$ cat config.mk
export PLATFORM = sky130hd
export DESIGN_NAME = systolic_seq
export DESIGN_NICKNAME = d
export VERILOG_FILES = /design/src/rtl/systolic_seq_pkg.sv /design/src/rtl/systolic_seq_skew_line.sv /design/src/rtl/systolic_seq.sv
export SDC_FILE = /design/constraint.sdc
export NUM_CORES = 1
export LEC_CHECK = 0
export CAP_MARGIN = 20
export CORE_ASPECT_RATIO = 1.2
export CORE_MARGIN = 2
export CORE_UTILIZATION = 45
export DETAILED_ROUTE_END_ITERATION = 8
export GPL_ROUTABILITY_DRIVEN = 0
export PLACE_DENSITY = 0.8
export SLEW_MARGIN = 15
export SYNTH_ARGS = -nofsm -noshare
export SYNTH_HDL_FRONTEND = slang
export SYNTH_SLANG_ARGS = --single-unit
export TNS_END_PERCENT = 1
$ cat constraint.sdc
create_clock -name clk -period 2.2 [get_ports clk]
set_input_delay 0.33 -clock clk [delete_from_list [all_inputs] [get_ports clk]]
set_output_delay 0.33 -clock clk [all_outputs]
set_load 0.01 [all_outputs]
$ cat src/rtl/systolic_seq_pkg.sv
// Shared types for the systolic array sequencer: state encoding and PE index width.
package systolic_pkg;

  localparam int NUM_PE_DEF = 8;

  typedef logic [$clog2(NUM_PE_DEF)-1:0] pe_idx_t;

  typedef enum logic [2:0] {
    IDLE   = 3'd0,
    LOAD_W = 3'd1,
    LOAD_B = 3'd2,
    STREAM = 3'd3,
    FLUSH  = 3'd4,
    DRAIN  = 3'd5
  } seq_state_t;

endpackage

$ cat src/rtl/systolic_seq_skew_line.sv
// Valid shift register producing per-PE accumulate enables, one cycle of skew per PE.
module seq_skew_line #(
  parameter int NUM_PE = 8
) (
  input  logic              clk,
  input  logic              rst,
  input  logic              clr,
  input  logic              feed,
  output logic [NUM_PE-1:0] q
);

  always_ff @(posedge clk) begin
    if (rst || clr) q <= '0;
    else            q <= (q << 1) | NUM_PE'(feed);
  end

endmodule

$ cat src/rtl/systolic_seq.sv
// Sequencer for the 8-PE systolic array: loads weights/biases, streams samples, drains results.
// Optional bias load phase is enabled by defining SYSTOLIC_SEQ_BIAS_EN.
module systolic_seq
  import systolic_pkg::*;
#(
  parameter int NUM_PE = NUM_PE_DEF,
  parameter int DW     = 4,
  parameter int AW     = 8,
  parameter int LEN_W  = 8
) (
  input  logic                      clk,
  input  logic                      rst,
  input  logic                      start,
  input  logic [LEN_W-1:0]          len,
  input  logic                      in_valid,
  output logic                      in_ready,
  input  logic [DW-1:0]             in_data,
  output logic                      out_valid,
  input  logic                      out_ready,
  output logic [AW-1:0]             out_data,
  output logic [$clog2(NUM_PE)-1:0] out_idx,
  output logic                      busy,
  output logic                      done,
  output logic [DW-1:0]             weight_out,
  output logic [DW-1:0]             bias_out,
  output logic [DW-1:0]             data_out,
  output logic [NUM_PE-1:0]         pe_weight_en,
  output logic [NUM_PE-1:0]         pe_bias_en,
  output logic [NUM_PE-1:0]         pe_acc_en,
  output logic [$clog2(NUM_PE)-1:0] drain_sel,
  input  logic [AW-1:0]             acc_in
);

  localparam int IW = $clog2(NUM_PE);
  localparam logic [IW-1:0] LAST = IW'(NUM_PE - 1);

  seq_state_t        state, next;
  logic [IW-1:0]     idx;
  logic [LEN_W-1:0]  len_q, cnt;
  logic              accept, idx_last, in_drain;
  logic [NUM_PE-1:0] sel_onehot;

  assign in_ready   = (state == LOAD_W) || (state == LOAD_B) || (state == STREAM);
  assign accept     = in_valid && in_ready;
  assign busy       = (state != IDLE);
  assign idx_last   = (idx == LAST);
  assign sel_onehot = NUM_PE'(1) << idx;

  assign in_drain  = (state == DRAIN);
  assign out_valid = in_drain;
  assign out_data  = in_drain ? acc_in : '0;
  assign out_idx   = in_drain ? idx : '0;
  assign drain_sel = out_idx;

  always_comb begin
    next = state;
    case (state)
      IDLE:   if (start) next = LOAD_W;
`ifdef SYSTOLIC_SEQ_BIAS_EN
      LOAD_W: if (accept && idx_last) next = LOAD_B;
      LOAD_B: if (accept && idx_last) next = (len_q == '0) ? DRAIN : STREAM;
`else
      LOAD_W: if (accept && idx_last) next = (len_q == '0) ? DRAIN : STREAM;
`endif
      STREAM: if (accept && (cnt == len_q - 1'b1)) next = FLUSH;
      FLUSH:  if (idx_last) next = DRAIN;
      DRAIN:  if (out_ready && idx_last) next = IDLE;
      default: next = IDLE;
    endcase
  end

  // idx doubles as the FLUSH cycle counter; it is cleared on every state change.
  always_ff @(posedge clk) begin
    if (rst) begin
      state        <= IDLE;
      idx          <= '0;
      cnt          <= '0;
      len_q        <= '0;
      done         <= 1'b0;
      weight_out   <= '0;
      pe_weight_en <= '0;
      data_out     <= '0;
    end else begin
      state <= next;
      done  <= in_drain && (next == IDLE);
      if (state == IDLE && start) len_q <= len;

      if (next != state)
        idx <= '0;
      else if (((state == LOAD_W || state == LOAD_B) && accept) ||
               (state == FLUSH) || (in_drain && out_ready))
        idx <= idx + 1'b1;

      if (next != state)                  cnt <= '0;
      else if (state == STREAM && accept) cnt <= cnt + 1'b1;

      weight_out   <= (state == LOAD_W && accept) ? in_data : '0;
      pe_weight_en <= (state == LOAD_W && accept) ? sel_onehot : '0;
      data_out     <= (state == STREAM && accept) ? in_data : '0;
    end
  end

`ifdef SYSTOLIC_SEQ_BIAS_EN
  always_ff @(posedge clk) begin
    if (rst) begin
      bias_out   <= '0;
      pe_bias_en <= '0;
    end else begin
      bias_out   <= (state == LOAD_B && accept) ? in_data : '0;
      pe_bias_en <= (state == LOAD_B && accept) ? sel_onehot : '0;
    end
  end
`else
  assign bias_out   = '0;
  assign pe_bias_en = '0;
`endif

  seq_skew_line #(.NUM_PE(NUM_PE)) u_skew (
    .clk  (clk),
    .rst  (rst),
    .clr  (!(state == STREAM || state == FLUSH)),
    .feed (state == STREAM && accept),
    .q    (pe_acc_en)
  );

endmodule

==> results of run 1 <==
-- final cells by class --
type	instances	area (µm²)	area share, %
well taps	58	72.6	2.43
multi-input cells	179	1130	37.7
flip-flops and latches	47	942	31.5
clock inverters	3	27.5	0.921
repair buffers	74	721	24.1
clock buffers	5	68.8	2.30
inverters	8	30.0	1.01
-- per-stage QoR --
step	cells	utilization (%)	worst slack (ns)	instance area, µm²	total power (W)
2_1_floorplan	259	-	0.343	2250	0.00103
3_3_place_gp	366	61.9	0.165	2890	0.00109
3_5_place_dp	366	61.9	0.0841	2890	0.00109
4_1_cts	374	64.0	0.0188	2980	0.00164
5_1_grt	374	64.1	0.00563	2990	0.00170
6_report	374	64.1	0.109	2990	0.00163
-- state kept, by name, summed over array words and instances, names as in the netlist --
register and flops:
pe_weight_en 8, data_out 4, cnt 8, state 3, u_skew.q 8, done 1
idx 3, weight_out 4, len_q 8
-- report_power, final --
group | total (W) | internal (W) | switching (W)
Clock | 0.000559 | 0.000236 | 0.000323
Sequential | 0.000878 | 0.000864 | 0.0000139
Combinational | 0.000195 | 0.000107 | 0.0000886
Total | 0.00163 | 0.00121 | 0.000425
-- worst min path at each step --
stage                              to  slack (ns)  cells past startpoint
6_report       u_skew.q[1]$_SDFF_PP0_        0.46                      1
3_3_place_gp   u_skew.q[1]$_SDFF_PP0_        0.44                      1
5_1_grt        u_skew.q[3]$_SDFF_PP0_        0.49                      1
3_5_place_dp   u_skew.q[3]$_SDFF_PP0_        0.44                      1
4_1_cts        u_skew.q[1]$_SDFF_PP0_        0.46                      1
2_1_floorplan   len_q[1]$_SDFFE_PP0P_        0.45                      2
-- cell usage after synthesis (2+ instances only) --
| cell type | count |
|---|---|
| sky130_fd_sc_hd__clkbuf_1 | 8 |
| sky130_fd_sc_hd__o41ai_1 | 2 |
| sky130_fd_sc_hd__nand3_1 | 7 |
| sky130_fd_sc_hd__buf_4 | 15 |
| sky130_fd_sc_hd__xnor2_1 | 14 |
| sky130_fd_sc_hd__nand2_1 | 25 |
| sky130_fd_sc_hd__ha_1 | 8 |
| sky130_fd_sc_hd__nor2b_1 | 2 |
| sky130_fd_sc_hd__and3_1 | 18 |
| sky130_fd_sc_hd__buf_2 | 2 |
| sky130_fd_sc_hd__nand2b_1 | 4 |
| sky130_fd_sc_hd__nor3b_1 | 3 |
| sky130_fd_sc_hd__nor3_1 | 19 |
| sky130_fd_sc_hd__a21oi_1 | 12 |
| sky130_fd_sc_hd__mux2i_1 | 2 |
| sky130_fd_sc_hd__dfxtp_1 | 47 |
| sky130_fd_sc_hd__xor2_1 | 7 |
| sky130_fd_sc_hd__inv_1 | 8 |
| sky130_fd_sc_hd__and2_1 | 22 |
| sky130_fd_sc_hd__nor2_1 | 7 |
-- logic make-up (layout without fill, tap and decap cells) --
family	Yosys count	count (layout)	share of synthesized area [%]
simple gates	113	113	28.1
fa+ha+maj	8	8	4.54
xor+xnor	21	21	8.34
mux	3	3	1.42
buf+inv	33	90	8.28
flops	47	47	42.7
compound gates	22	22	6.52
other cells	1	12	0.170
-- per-layer routing --
layer | up-vias | GRT usage, % | wire, µm | share of wire, %
li1 | 938 | - | - | -
met1 | 857 | 21.4 | 1870 | 40
met2 | 64 | 33.0 | 2440 | 52
met3 | 9 | 4.34 | 280 | 6.0
met4 | 0 | 6.00 | 64 | 1.4
met5 | - | 0 | 0 | 0
-- what timing repair did --
action,in CTS,in global routing
setup endpoints to repair,0,14
resized for setup,0,2
buffers inserted,0,0
==> results.md, run 1 <==
- The highest clock rate is 478 MHz.
- The library cells used most frequently in the layout, excluding fill and tap cells, are sky130_fd_sc_hd__clkdlybuf4s50_1 (66), sky130_fd_sc_hd__dfxtp_1 (46), sky130_fd_sc_hd__nand2_1 (25), sky130_fd_sc_hd__and2_1 (22), sky130_fd_sc_hd__nor3_1 (19).
- The first detailed-routing pass took 5 iterations.
- The worst path arrival time is 1.76 ns.
- The via count of the first global-routing pass was 1770.
- The buffer and inverter count on the worst path is 2.
- Buffers inserted during clock tree synthesis total 5.
- The critical path's slowest cell is sky130_fd_sc_hd__clkdlybuf4s50_1.
- The synthesized design contains 47 register bits.
- Among all flip-flop cells after synthesis, the most frequent one is sky130_fd_sc_hd__dfxtp_1.
- The netlist uses 36 different library cells.
- Buffers inserted to repair hold after CTS numbered 0.
- Counting every instance in the synthesized netlist gives 248.
- The via count is 1868.
- In this run the tool buffered the top-level ports with 66 buffer cells.
- The count of inserted antenna diode cells is 0.
- In this run the static leakage power is 1.20 nW.
- The area growth from synthesis to layout is 35.5%.
- In this run the critical register-to-register path is captured at cnt[2]$_SDFFE_PP0P_.
- Of all nets on the critical path, the largest fanout is 12.
- The combined area of all synthesized cells is 0.00221 mm².
- The clock transition at the registers of the reported paths is 0.10 ns.
- The pin count of the biggest net entering global routing is 22.
- Of all cell types, the one taking the most synthesized area is sky130_fd_sc_hd__dfxtp_1.
- Of the available clock period, the critical path in the final layout requires 95.0%.
- The number of warning messages in the yosys log is 0.
- Row generation in the floorplan step produced 27 rows.
- Between clock sinks in the finished design, the worst skew comes to 0.00624 ns.
- Setup violations remaining at the end of the flow were counted as 0.
- The die outline height is 80.7 µm.
- The number of fillers in the final layout is 417.
- The largest incremental delay on the critical path is 0.54 ns.
- The flow ran to the end, and the final reports show no timing, DRC or antenna violations.
- The critical path runs through a total of 4 cells.
- The global-route wire length before repair is 7.84 mm.
- The cell family contributing the most delay on the critical path is buffers and inverters.
- The TritonCTS clock tree is yes.
- The worst hold path class is reg2reg.
- Dividing total power by cell area gives a power density of 546 mW/mm².
- For this block, the initial DRC count from the detailed router was 95.
- The final layout contains routed wiring with a total length of 4.65 mm.
- After legalization and detailed placement, the total HPWL measured 3.63 mm.
- The post-detailed-route DRC marker count is 0.
- The count of boundary I/O pins is 79.
- The critical setup path kind is reg2out.
- The area fraction of the dominant cell type after synthesis is 42.7%.
- The source of the worst register-to-register timing path is len_q[2]$_SDFFE_PP0P_.
- Setup repair after global routing left no endpoint under its margin.
- The mean instance size in the synthesized netlist is 8.89 µm².
- The longest clock path from root to sink contains 2 buffers.
- The worst reg-to-reg path cell count is 6.
- The starting utilization of the core area is 47.3%.
- Walking the worst path, the cells encountered are nor2b_2 > buf_4 > and3_1 > clkdlybuf4s50_1.
- The detail-routed net length per standard cell is 12.4 µm.
- The residual overflow from global routing is 0.
- The hold violation count in the final report is 0.
- Cells with a size suffix above 1 make up 7.59% of the layout.
- The overall die width is 67.9 µm.
- STA classifies the critical path endpoint as an output port.
- The detailed-route vias per instance is 4.99.
- The share of synthesized flip-flops with an asynchronous set or reset is 0%.
- The startpoint of the lowest-slack hold path is u_skew.q[0]$_SDFF_PP0_.
- Data on the critical path is required at its endpoint by 1.87 ns.
- Sequential cells were found to cover 42.7% of the synthesized design area.
- The worst-case IR drop observed on VDD is 0.398 mV.
- Across all register-to-register paths, the minimum setup slack is 0.22 ns.
- In this run, synthesis inferred 0 flip-flops with an integrated enable.
- The final total negative setup slack is 0 ns.
- Clock tree synthesis selected as its root buffer the cell sky130_fd_sc_hd__clkbuf_8.
- After synthesis, the cell types taking the most area are sky130_fd_sc_hd__dfxtp_1 (43%), sky130_fd_sc_hd__and2_1 (6.2%), sky130_fd_sc_hd__xnor2_1 (5.6%).
- The number of antenna violations at the first check in global routing came to 0.
- The minimum hold slack is 0.455 ns.
- The max-slew violation count is 0.
- In the final design database the tool counted 348 nets.
- The library cell used most frequently in the layout, excluding fill and tap cells, is sky130_fd_sc_hd__clkdlybuf4s50_1.
- The overall fraction of global-route tracks in use is 18.5%.
- In this run the number of H-tree levels came out at 2.
- The die covers 0.00548 mm².
- At the later pin of the worst-skew pair, clock insertion delay measures 0.30 ns.
- Tracing the worst setup path back leads to its startpoint at state[0]$_SDFF_PP0_.
- Once detail routing completed, the nets flagged for antenna violations numbered 0.
- The max-cap check violation count is 0.
- The worst setup path endpoint is out_idx[1].
- The clock drives 47 sinks.
- The clock period could shrink to 2.09 ns.
- The core area is 0.00466 mm².
- The sort of element at the start of the critical path is a flip-flop.
Note: power is estimated with default switching activity, not from simulation.
==> inputs of run 2 (changes only) <==
- clock period: 2.2 -> 2 ns (I/O delays scaled with it)
==> results.md, run 2 (synthesis gave the netlist of run 1 again) <==
- The detailed-route vias per instance is 4.96.
- The sort of element at the start of the critical path is a flip-flop.
- Across all setup checks in the final design, the least slack found is 0.0353 ns.
- In this run the most critical hold path is launched from u_skew.q[0]$_SDFF_PP0_.
- The buffer and inverter count on the worst path is 0.
- For this design the top-level I/O count stands at 79.
- The floorplan die area is 0.00548 mm².
- The wire-length estimate of the detail-placed layout is 3.68 mm.
- Across all layers, the routed design uses 1898 vias.
- The clock transition at the registers of the reported paths is 0.10 ns.
- The post-route core utilization is 67.0%.
- The final number of setup-violating endpoints is 0.
- After the last flow step, the layout net total stands at 357.
- The share of total power dissipated in the clock network is 33.7%.
- Port buffering added 66 buffers.
- Walking the worst path, the cells encountered are or4_4 > or4b_4 > nand2_2 > nand2_1 > o31a_1.
- The max-slew violation count is 0.
- The starting utilization of the core area is 47.3%.
- The kind of end point of the critical path is a flip-flop.
- The worst register-to-register path begins at len_q[4]$_SDFFE_PP0P_.
- In this run, the combinational gates consume 13.2% of the power.
- The number of antenna violations at the first check in global routing is 0.
- The cell count of the worst hold path is 1.
- Entering global routing, the biggest net connects 21 pins.
- The number of buffers inserted during clock tree synthesis is 5.
- The worst register-to-register path has a setup slack of 0.04 ns.
- The library cell used most frequently in the layout, excluding fill and tap cells, is sky130_fd_sc_hd__clkdlybuf4s50_1.
- The internal power of the cells totals 0.00134 W.
- The path class of the tightest hold or removal check is reg2reg.
- The beginning of the critical path is len_q[4]$_SDFFE_PP0P_.
- For this run, the top clock speed supported by timing is 509 MHz.
- The endpoint identified for the worst register-to-register timing path is state[1]$_SDFF_PP0_.
- CTS placed an instance of sky130_fd_sc_hd__clkbuf_8 at the clock tree root.
- Dividing total power by cell area gives a power density of 581 mW/mm².
- The path with the worst hold slack has its endpoint at u_skew.q[1]$_SDFF_PP0_.
- The cell family contributing the most delay on the critical path is simple AND/OR/NAND/NOR gates.
- In this design, the stage delay of the slowest critical-path cell is 0.56 ns.
- The die is 80.7 µm tall.
- In the routed design, unresolved DRC markers number 0.
- The area of placed instances is 0.00295 mm².
- The critical path's slowest cell is sky130_fd_sc_hd__or4b_4.
- Along the worst path, the maximum fanout reaches 5.
- The max-cap check violation count is 0.
- The final worst-path cycle share is 98.2%.
- Data on the critical path arrives at its endpoint at 2.17 ns.
- The flow ran to the end, and the final reports show no timing, DRC or antenna violations.
- The TritonCTS clock tree is yes.
- The via count of the first global-routing pass is 1645.
- The final standard cell area without fillers is 0.00312 mm².
- The detail route stage leaves a number of antenna-violating nets equal to 0.
- Adding up every negative setup slack in the final design gives 0 ns.
- Before CTS, the worst setup slack after placement is -0.0397 ns.
- The repair_antennas step left the layout with diodes totalling 0.
- The die is 67.9 µm wide.
- CTS built an H-tree with a depth of 2.
- The area growth from synthesis to final layout is 41.5%.
- The leakage power figure is 1.47 nW.
- The latest clock arrival within the worst-skew pair is 0.31 ns.
- Setup repair after global routing left no endpoint under its margin.
- Global routing consumed, over all layers together, 18.1% of the routing resources.
- Counting every sink on the clock net gives 47.
- The clock passes through at most 2 buffers.
- The first-pass iteration count of the detailed router is 4.
- The hold-fix buffer count after cts is 0.
- The total routed wirelength is 4.88 mm.
- Of the cells placed in the final design, the portion with a size suffix greater than 1 is 12.6%.
- The row count is 27.
- The global-route wire length before repair is 7.42 mm.
- Leaving out fill and tap cells, the most frequent cells in the layout are sky130_fd_sc_hd__clkdlybuf4s50_1 (52), sky130_fd_sc_hd__dfxtp_1 (44), sky130_fd_sc_hd__nand2_1 (25), sky130_fd_sc_hd__and2_1 (22).
- The net switching component of the power is 0.000479 W.
- The residual overflow from global routing is 0.
- Dividing the detail-routed wire length by the instance count gives 12.7 µm.
- The hold violation count in the final report is 0.
- The initial DRC count is 84.
- The clock skew after layout is 0.00725 ns.
- The peak supply drop is 0.331 mV.
- The total setup buffers inserted after CTS is 0.
- The setup path with the least slack is of type reg2reg.
- The core area is 0.00466 mm².
- The switching power share of the total is 26.4%.
- The data required time at the worst endpoint is 2.20 ns.
- The power after layout is 0.00182 W.
- The relative contribution of sequential cells to total power is 53.1%.
- Measured in cells, the most critical reg-to-reg path has a length of 5.
- The shortest period the worst path allows is 1.96 ns.
-- run 2: cell count changes in the layout (fill, tap and decap cells not counted), sizes merged --
| cell | change |
|---|---|
| dlygate4sd2 | +4 |
| dlymetal6s2s | +10 |
| clkdlybuf4s50 | -14 |
| buf | +9 |
-- run 2: layout make-up --
type,instances,area (µm²)
fill,385,1540
multi-input combinational,179,1170
tap,58,72.6
sequential,47,945
clock inverter,3,25.0
timing repair buffer,83,808
clock buffer,5,68.8
inverter,8,30.0
-- run 2: stage by stage --
| stage | instances | hold slack (ns) |
|---|---|---|
| after floorplan | 259 | 0.422 |
| after detailed placement | 374 | 0.439 |
| after global routing | 383 | 0.480 |
| final | 383 | 0.459 |
| after global placement | 374 | 0.433 |
| after CTS | 382 | 0.461 |
-- run 2: per-layer routing --
metal | wire length [µm] | vias to the layer above | GRT usage [%]
li1 | - | 955 | -
met1 | 2000 | 863 | 19.6
met2 | 2450 | 68 | 31.9
met3 | 320 | 12 | 5.32
met4 | 112 | 0 | 8.20
met5 | 0 | - | 0
-- run 2: power by group through the flow --
stage               clock network [W]  registers (W)  logic, W
floorplan                           0       0.000985  0.000143
global placement                    0       0.000983  0.000224
detailed placement                  0       0.000984  0.000226
CTS                          0.000619       0.000962  0.000228
global route                 0.000661       0.000966  0.000262
finish                       0.000612       0.000963  0.000240
-- run 2: what timing repair did --
item | 4_1_cts | 5_1_grt
gates cloned | 0 | 1
resized for setup | 6 | 22
pin swaps | 0 | 1
setup endpoints to repair | 15 | 23
-- run 2: worst reg2reg max path: stages (launching register included) --
cell and delay (ns):
sky130_fd_sc_hd__dfxtp_1 0.37, sky130_fd_sc_hd__or4_4 0.54, sky130_fd_sc_hd__or4b_4 0.56, sky130_fd_sc_hd__nand2_2 0.10, sky130_fd_sc_hd__nand2_1 0.05, sky130_fd_sc_hd__o31a_1 0.24
-- run 2: worst max-delay path by stage --
stage | endpoint | cells after the start | slack (ns)
3_5_place_dp | cnt[1]$_SDFFE_PP0P_ | 8 | -0.04
3_3_place_gp | cnt[1]$_SDFFE_PP0P_ | 8 | 0.06
4_1_cts | drain_sel[0] | 4 | 0.005
6_report | state[1]$_SDFF_PP0_ | 5 | 0.04
2_1_floorplan | cnt[0]$_SDFFE_PP0P_ | 6 | 0.14
5_1_grt | state[1]$_SDFF_PP0_ | 5 | 0.0005
==> inputs of run 3 (changes only) <==
- ABC_CLOCK_PERIOD_IN_PS: default -> 2000
==> results of run 3 <==
Same layout as run 2: the final DEF is identical, and so are final timing and power.
==> RTL edit 1: new RTL, settings of run 1 <==
Change the parameter `LEN_W` from 8 to 16.
--- a/src/rtl/systolic_seq.sv
+++ b/src/rtl/systolic_seq.sv
@@ -6,7 +6,7 @@
   parameter int NUM_PE = NUM_PE_DEF,
   parameter int DW     = 4,
   parameter int AW     = 8,
-  parameter int LEN_W  = 8
+  parameter int LEN_W  = 16
 ) (
   input  logic                      clk,
   input  logic                      rst,
Ports: changed (resized len); port bits go from 79 to 87. The function was not compared with the original's and may differ.
==> RTL edit 1 against run 1 <==
  * The flow now finishes with violations (setup timing)
  * Area after synthesis grew 53%
  * Sequential cell count up 16
  * Total power is 71% higher
  * Worst setup slack got worse by 340 ps
  * Die area is 50% higher
  * Via count rose by 65%
  * Sequential power increased by 34%
  * Cell area grew 61%
  * Sequential share of layout area decreased by 5.2 points
  * Global-route usage increased by 2.0 points
  * Critical path depth increased by 6
  * Clock power up 110%
  * Routed wire length up 77%
  * Critical path type is now reg -> reg
  * Critical endpoint is now cnt[14]
  * Largest power group unchanged
==> RTL edit 1: results (changes against run 1) <==
Clocking
  – H-tree levels: 3 (+1)
  – Max Root-Sink Buffers: 2 (unchanged)
  – Clock-pin slew on the worst setup and hold paths: 80 ps (-20 ps)
  – Total setup buffers inserted after CTS: 0 (unchanged)
  – Insertion delay to the later sink of the worst-skew pair: 360 ps (+60 ps)
  – PostCTS Resize Cnt: 17 (+17)
  – CTS Buf Count: 9 (+4)
  – Hold buffers post-CTS: 0 (unchanged)
  – Root Buffer: clkbuf_8

Yosys
  – Post-Synth XOR/XNOR Area: 0.0882 (+0.00487)
  – Post-synthesis sequential area ratio: 0.374 (-0.0528)
  – Commonest cells post-synth: 63 x dfxtp_1, 49 x nand2_1, 30 x and2_1
  – Post-synthesis mux area share: 0.0241 (+0.00992)
  – Post-synthesis compound-gate area fraction: 0.106 (+0.0404)
  – Post-synth cell types: 62 (+72%)
  – Asr flop ratio synth: 0 (unchanged)
  – Synth Area in Adders: 0.0260 (-0.0194)
  – Area contributors post-synth: dfxtp_1 37%, xnor2_1 6.5%, and2_1 5.6%
  – Mapped Cells: 391 (+58%)

Timing
  – Slew @ Worst Pin: approximately 540 ps
  – Setup Viol. Count Final: 22 (+22)
  – PnR worst setup slack: -232 ps (-342 ps)
  – Setup TNS Final: -4220 ps (-4220 ps)
  – Clock Skew: 8.69 ps (+2.44 ps)
  – Min Hold Slack: 459 ps (+3.68 ps)
  – Max Freq: 411 MHz (-14%)

Critical path
  – Crit Path Max Fanout: 6 (-6)
  – CP arrival: 2690 ps (+930 ps)
  – Reg2reg path depth: 10 (+4)
  – Category of the most critical setup path: reg -> reg
  – Worst r2r dst: cnt[14]
  – CP startpoint: len_q[1]

Route
  – Routed vias: 3074 (+65%)
  – First DRT Iteration DRCs: 195 (+110%)
  – Wire per inst: 13.7 um (+9.9%)
  – Vias per inst: 5.11 (+2.2%)

Run status
  – Failing checks: setup timing
  – Status: complete, but fails checks

Power and ir drop
  – Peak VDD IR: 0.000346 V (-13%)
  – Sequential group power: 0.00118 W (+34%)
  – Switch Pwr: 0.000752 W (+77%)
  – LEAKAGE: 1.99 nW (+66%)
  – Comb group: 0.000450 W (+130%)

Placed design
  – Placed cells: 586 (+60%)
  – HPWL after DPL: 6.20 mm (+71%)
  – DP Worst Slack: -357 ps (-441 ps)
  – I/O Buffers: 74 (+12%)

Min path
  – Hold Path Cell Cnt: 1 (unchanged)
  – WHS Endpoint: u_skew.q[6]
  – Hold_sp: u_skew.q[5]

Global route
  – Pin count of the biggest net entering global routing: 31 (+41%)
  – First-pass GRT wire length: 13.7 mm (+75%)
  – Overall track demand over capacity in global routing: 0.206 (+0.0203)
  – Antenna violations before repair: 0 (unchanged)
  – Number of global-route vias before repair: 3011 (+70%)

Finish
  – Final net count: 547 (+57%)
  – ANT cells: 0 (unchanged)
  – Share of cells above drive strength 1: 0.213 (+0.137)
  – Fill cells: 588 (+41%)
[RTL edit 1: cell count changes after synthesis, moves of 6 or more]
cell | before | now
nor2_2 | 0 | 6
clkbuf_1 | 8 | 15
a21oi_1 | 12 | 23
nor4_1 | 1 | 12
nand2_1 | 25 | 49
xnor2_1 | 14 | 25
and3_1 | 18 | 9
dfxtp_1 | 47 | 63
nor3_1 | 19 | 13
and2_1 | 22 | 30
nand3_1 | 7 | 14
nor2_1 | 7 | 15
[RTL edit 1: cell families after synthesis]
family / Yosys count
buffers and inverters: 46
and+or+nand+nor: 182
muxes: 8
DFF: 63
xor gates and xnor gates: 34
AOI/OAI and AO/OA: 50
other: 1
adders and majority gates: 7
[RTL edit 1: critical path: stages (launching register included)]
cell and delay (ps):
dfxtp_1 340, buf_4 140, nor2_1 230, and4_4 290
mux2i_1 80, or3b_4 380, a211oi_2 250, a21oi_2 110
o2111ai_4 240, buf_4 210, nor2_2 50
[RTL edit 1: area by class of cell]
| class | instances | share of cell area |
|---|---|---|
| inverters | 11 | 0.00910 |
| multi-input cells | 293 | 0.410 |
| well taps | 90 | 0.0234 |
| repair buffers | 129 | 0.247 |
| flip-flops and latches | 63 | 0.264 |
| clock inverters | 7 | 0.0213 |
| clock buffers | 9 | 0.0257 |
[RTL edit 1: metal layers]
metal | vias to the layer above | global-route usage | share of wire
li1 | 1550 | - | -
met2 | 105 | 0.356 | 0.49
met5 | - | 0 | 0
met3 | 20 | 0.0670 | 0.061
met1 | 1399 | 0.235 | 0.42
met4 | 0 | 0.0807 | 0.024
[RTL edit 1: through the flow]
stage               power (W)  instance area [um2]
finish                0.00280                 4810
global route          0.00292                 4810
CTS                   0.00281                 4770
detailed placement    0.00164                 4540
global placement      0.00163                 4540
floorplan             0.00148                 3460
==> RTL edit 2: new RTL, config.mk and constraints of run 1 <==
Made on the original files. Take the reset off `data_out` and load it in a clocked block of its own.
--- a/src/rtl/systolic_seq.sv
+++ b/src/rtl/systolic_seq.sv
@@ -79,7 +79,6 @@
       done         <= 1'b0;
       weight_out   <= '0;
       pe_weight_en <= '0;
-      data_out     <= '0;
     end else begin
       state <= next;
       done  <= in_drain && (next == IDLE);
@@ -96,8 +95,11 @@
 
       weight_out   <= (state == LOAD_W && accept) ? in_data : '0;
       pe_weight_en <= (state == LOAD_W && accept) ? sel_onehot : '0;
-      data_out     <= (state == STREAM && accept) ? in_data : '0;
     end
+  end
+
+  always_ff @(posedge clk) begin
+    data_out <= (state == STREAM && accept) ? in_data : '0;
   end
 
 `ifdef SYSTOLIC_SEQ_BIAS_EN
Check against the original RTL: no difference found for any inputs over 10 cycles, from zero or initial values and one cycle with rst high; that may be too few to reach the edited logic, so the function may still have changed.
==> RTL edit 2 against run 1 <==
  * Routed wire length down 0.54%
  * Worst setup slack got worse by 29 ps
  * Critical path type unchanged
  * Register-to-register slack worse by 80 ps
  * Non-clock buffer count stayed put
  * Clock skew rose by 0.58 ps
  * Sequential cell count is the same
  * Area after synthesis is 2.7% higher
  * Largest cell class unchanged
  * Utilization fell by 1.6 points
  * Synthesized cell count increased by 3.2%
  * Total power increased by 0.22%
  * Count of clock-buffer cells in the layout unchanged
  * Cell area is 2.6% higher
==> RTL edit 2: results (changes against run 1) <==
Power and ir drop
  – Peak VDD IR: 0.000386 V (-2.9%)
  – LEAKAGE: 1.32 nW (+10%)

Route
  – Routed WL: 4.63 mm (-0.54%)
  – First DRT Iteration DRCs: 55 (-42%)
  – Routed vias: 1873 (+0.27%)
  – DR pass1 iterations: 4 (-1)

Clocking
  – Clock-pin slew on the worst setup and hold paths: roughly 90 ps
  – H-tree levels: 2 (unchanged)
  – Root Buffer: clkbuf_8
  – Max Root-Sink Buffers: 2 (unchanged)
  – Insertion delay to the later sink of the worst-skew pair: ~310 ps
  – CTS Buf Count: 5 (unchanged)

Yosys
  – Post-synth cell types: 44 (+22%)
  – Area contributors post-synth: dfxtp_1 42%, and2_1 8.0%, buf_4 5.6%
  – Asr flop ratio synth: 0 (unchanged)
  – Commonest cells post-synth: 47 x dfxtp_1, 29 x and2_1, 27 x nand2_1
  – YS warnings: 0 (unchanged)
  – Post-synthesis sequential area ratio: 0.415 (-0.0111)

Placed design
  – DP Worst Slack: 96.0 ps (+11.9 ps)
  – Placed Area: 2940 um2 (+1.7%)
  – HPWL after DPL: 3.59 mm (-0.87%)
  – I/O Buffers: 66 (unchanged)

Global route
  – Number of global-route vias before repair: 1639 (-7.4%)
  – Antenna violations before repair: 0 (unchanged)
  – Pin count of the biggest net entering global routing: 18 (-18%)
  – First-pass GRT wire length: 7.38 mm (-5.8%)
  – Overall track demand over capacity in global routing: 0.175 (-0.0109)

Finish
  – Fill cells: 436 (+4.6%)
  – ANT cells: 0 (unchanged)
  – Final net count: 355 (+2.0%)
  – Share of cells above drive strength 1: 0.0836 (+0.00764)

Critical path
  – CP arrival: 1790 ps (+30 ps)
  – Crit Path Max Fanout: 11 (-1)

Timing
  – Clock Skew: 6.82 ps (+0.578 ps)

Min path
  – Worst Hold Class: reg -> reg

Run status
  – Status: finished, final reports clean
## RTL edit 2: cell types whose count changed after synthesis, sizes merged, moves of 3 or more
cell / change
nor4: +3
nand3: -4
nor2: +17
nand4: +4
and2: +7
nand2b: -3
and3: -11
o31ai: +3
nor3: -14
## RTL edit 2: layout make-up
class                      instances  area, um2  share of cell area
clock buffer                       5       68.8              0.0224
clock inverter                     3       27.5             0.00898
inverter                           8       30.0             0.00980
multi-input combinational        186       1180               0.386
sequential                        47        943               0.308
tap                               60       75.1              0.0245
timing repair buffer              74        738               0.241
## RTL edit 2: metal layers
| layer | wire length [um] | vias up | global-route usage |
|---|---|---|---|
| li1 | - | 949 | - |
| met1 | 1800 | 854 | 0.195 |
| met2 | 2470 | 66 | 0.310 |
| met3 | 328 | 4 | 0.0507 |
| met4 | 37 | 0 | 0.0627 |
| met5 | 0 | - | 0 |
## RTL edit 2: worst paths after layout
kind / slack (ps) / cells past startpoint / start / end
worst max-delay path: 80 / 5 / state[2] / out_data[3]
worst min-delay path: 470 / 1 / u_skew.q[2] / u_skew.q[3]
worst max register to register: 140 / 9 / len_q[1] / cnt[4]
worst min register to register: 470 / 1 / u_skew.q[2] / u_skew.q[3]
## RTL edit 2: what timing repair did
action | CTS | global route
buffers inserted | 0 | 0
setup endpoints to repair | 11 | 25
pin swaps | 0 | 0
resized for setup | 1 | 11
## RTL edit 2: per-stage QoR
stage                     cells  power [W]
after floorplan             267    0.00104
after global placement      375    0.00110
after detailed placement    375    0.00110
after CTS                   383    0.00165
after global routing        383    0.00172
final                       383    0.00163
## RTL edit 2: cell families after synthesis
group | Yosys count | share of synthesized area
adders and majority gates | 8 | 0.0442
xor gates and xnor gates | 18 | 0.0696
other | 1 | 0.00166
buffers and inverters | 34 | 0.0862
and+or+nand+nor | 114 | 0.267
DFF | 47 | 0.415
AOI/OAI and AO/OA | 29 | 0.0928
muxes | 5 | 0.0227
## RTL edit 2: power breakdown
part,internal (W),leakage [nW],switching [W]
Combinational,0.000106,0.896,0.0000987
Clock,0.000236,0.0467,0.000316
Sequential,0.000864,0.381,0.0000155
## RTL edit 2: critical path, cell delays in order (launching register included)
cell,delay (ps)
dfxtp_2,410
inv_2,90
nor3_1,140
buf_4,180
and2_1,140
clkdlybuf4s50_1,540
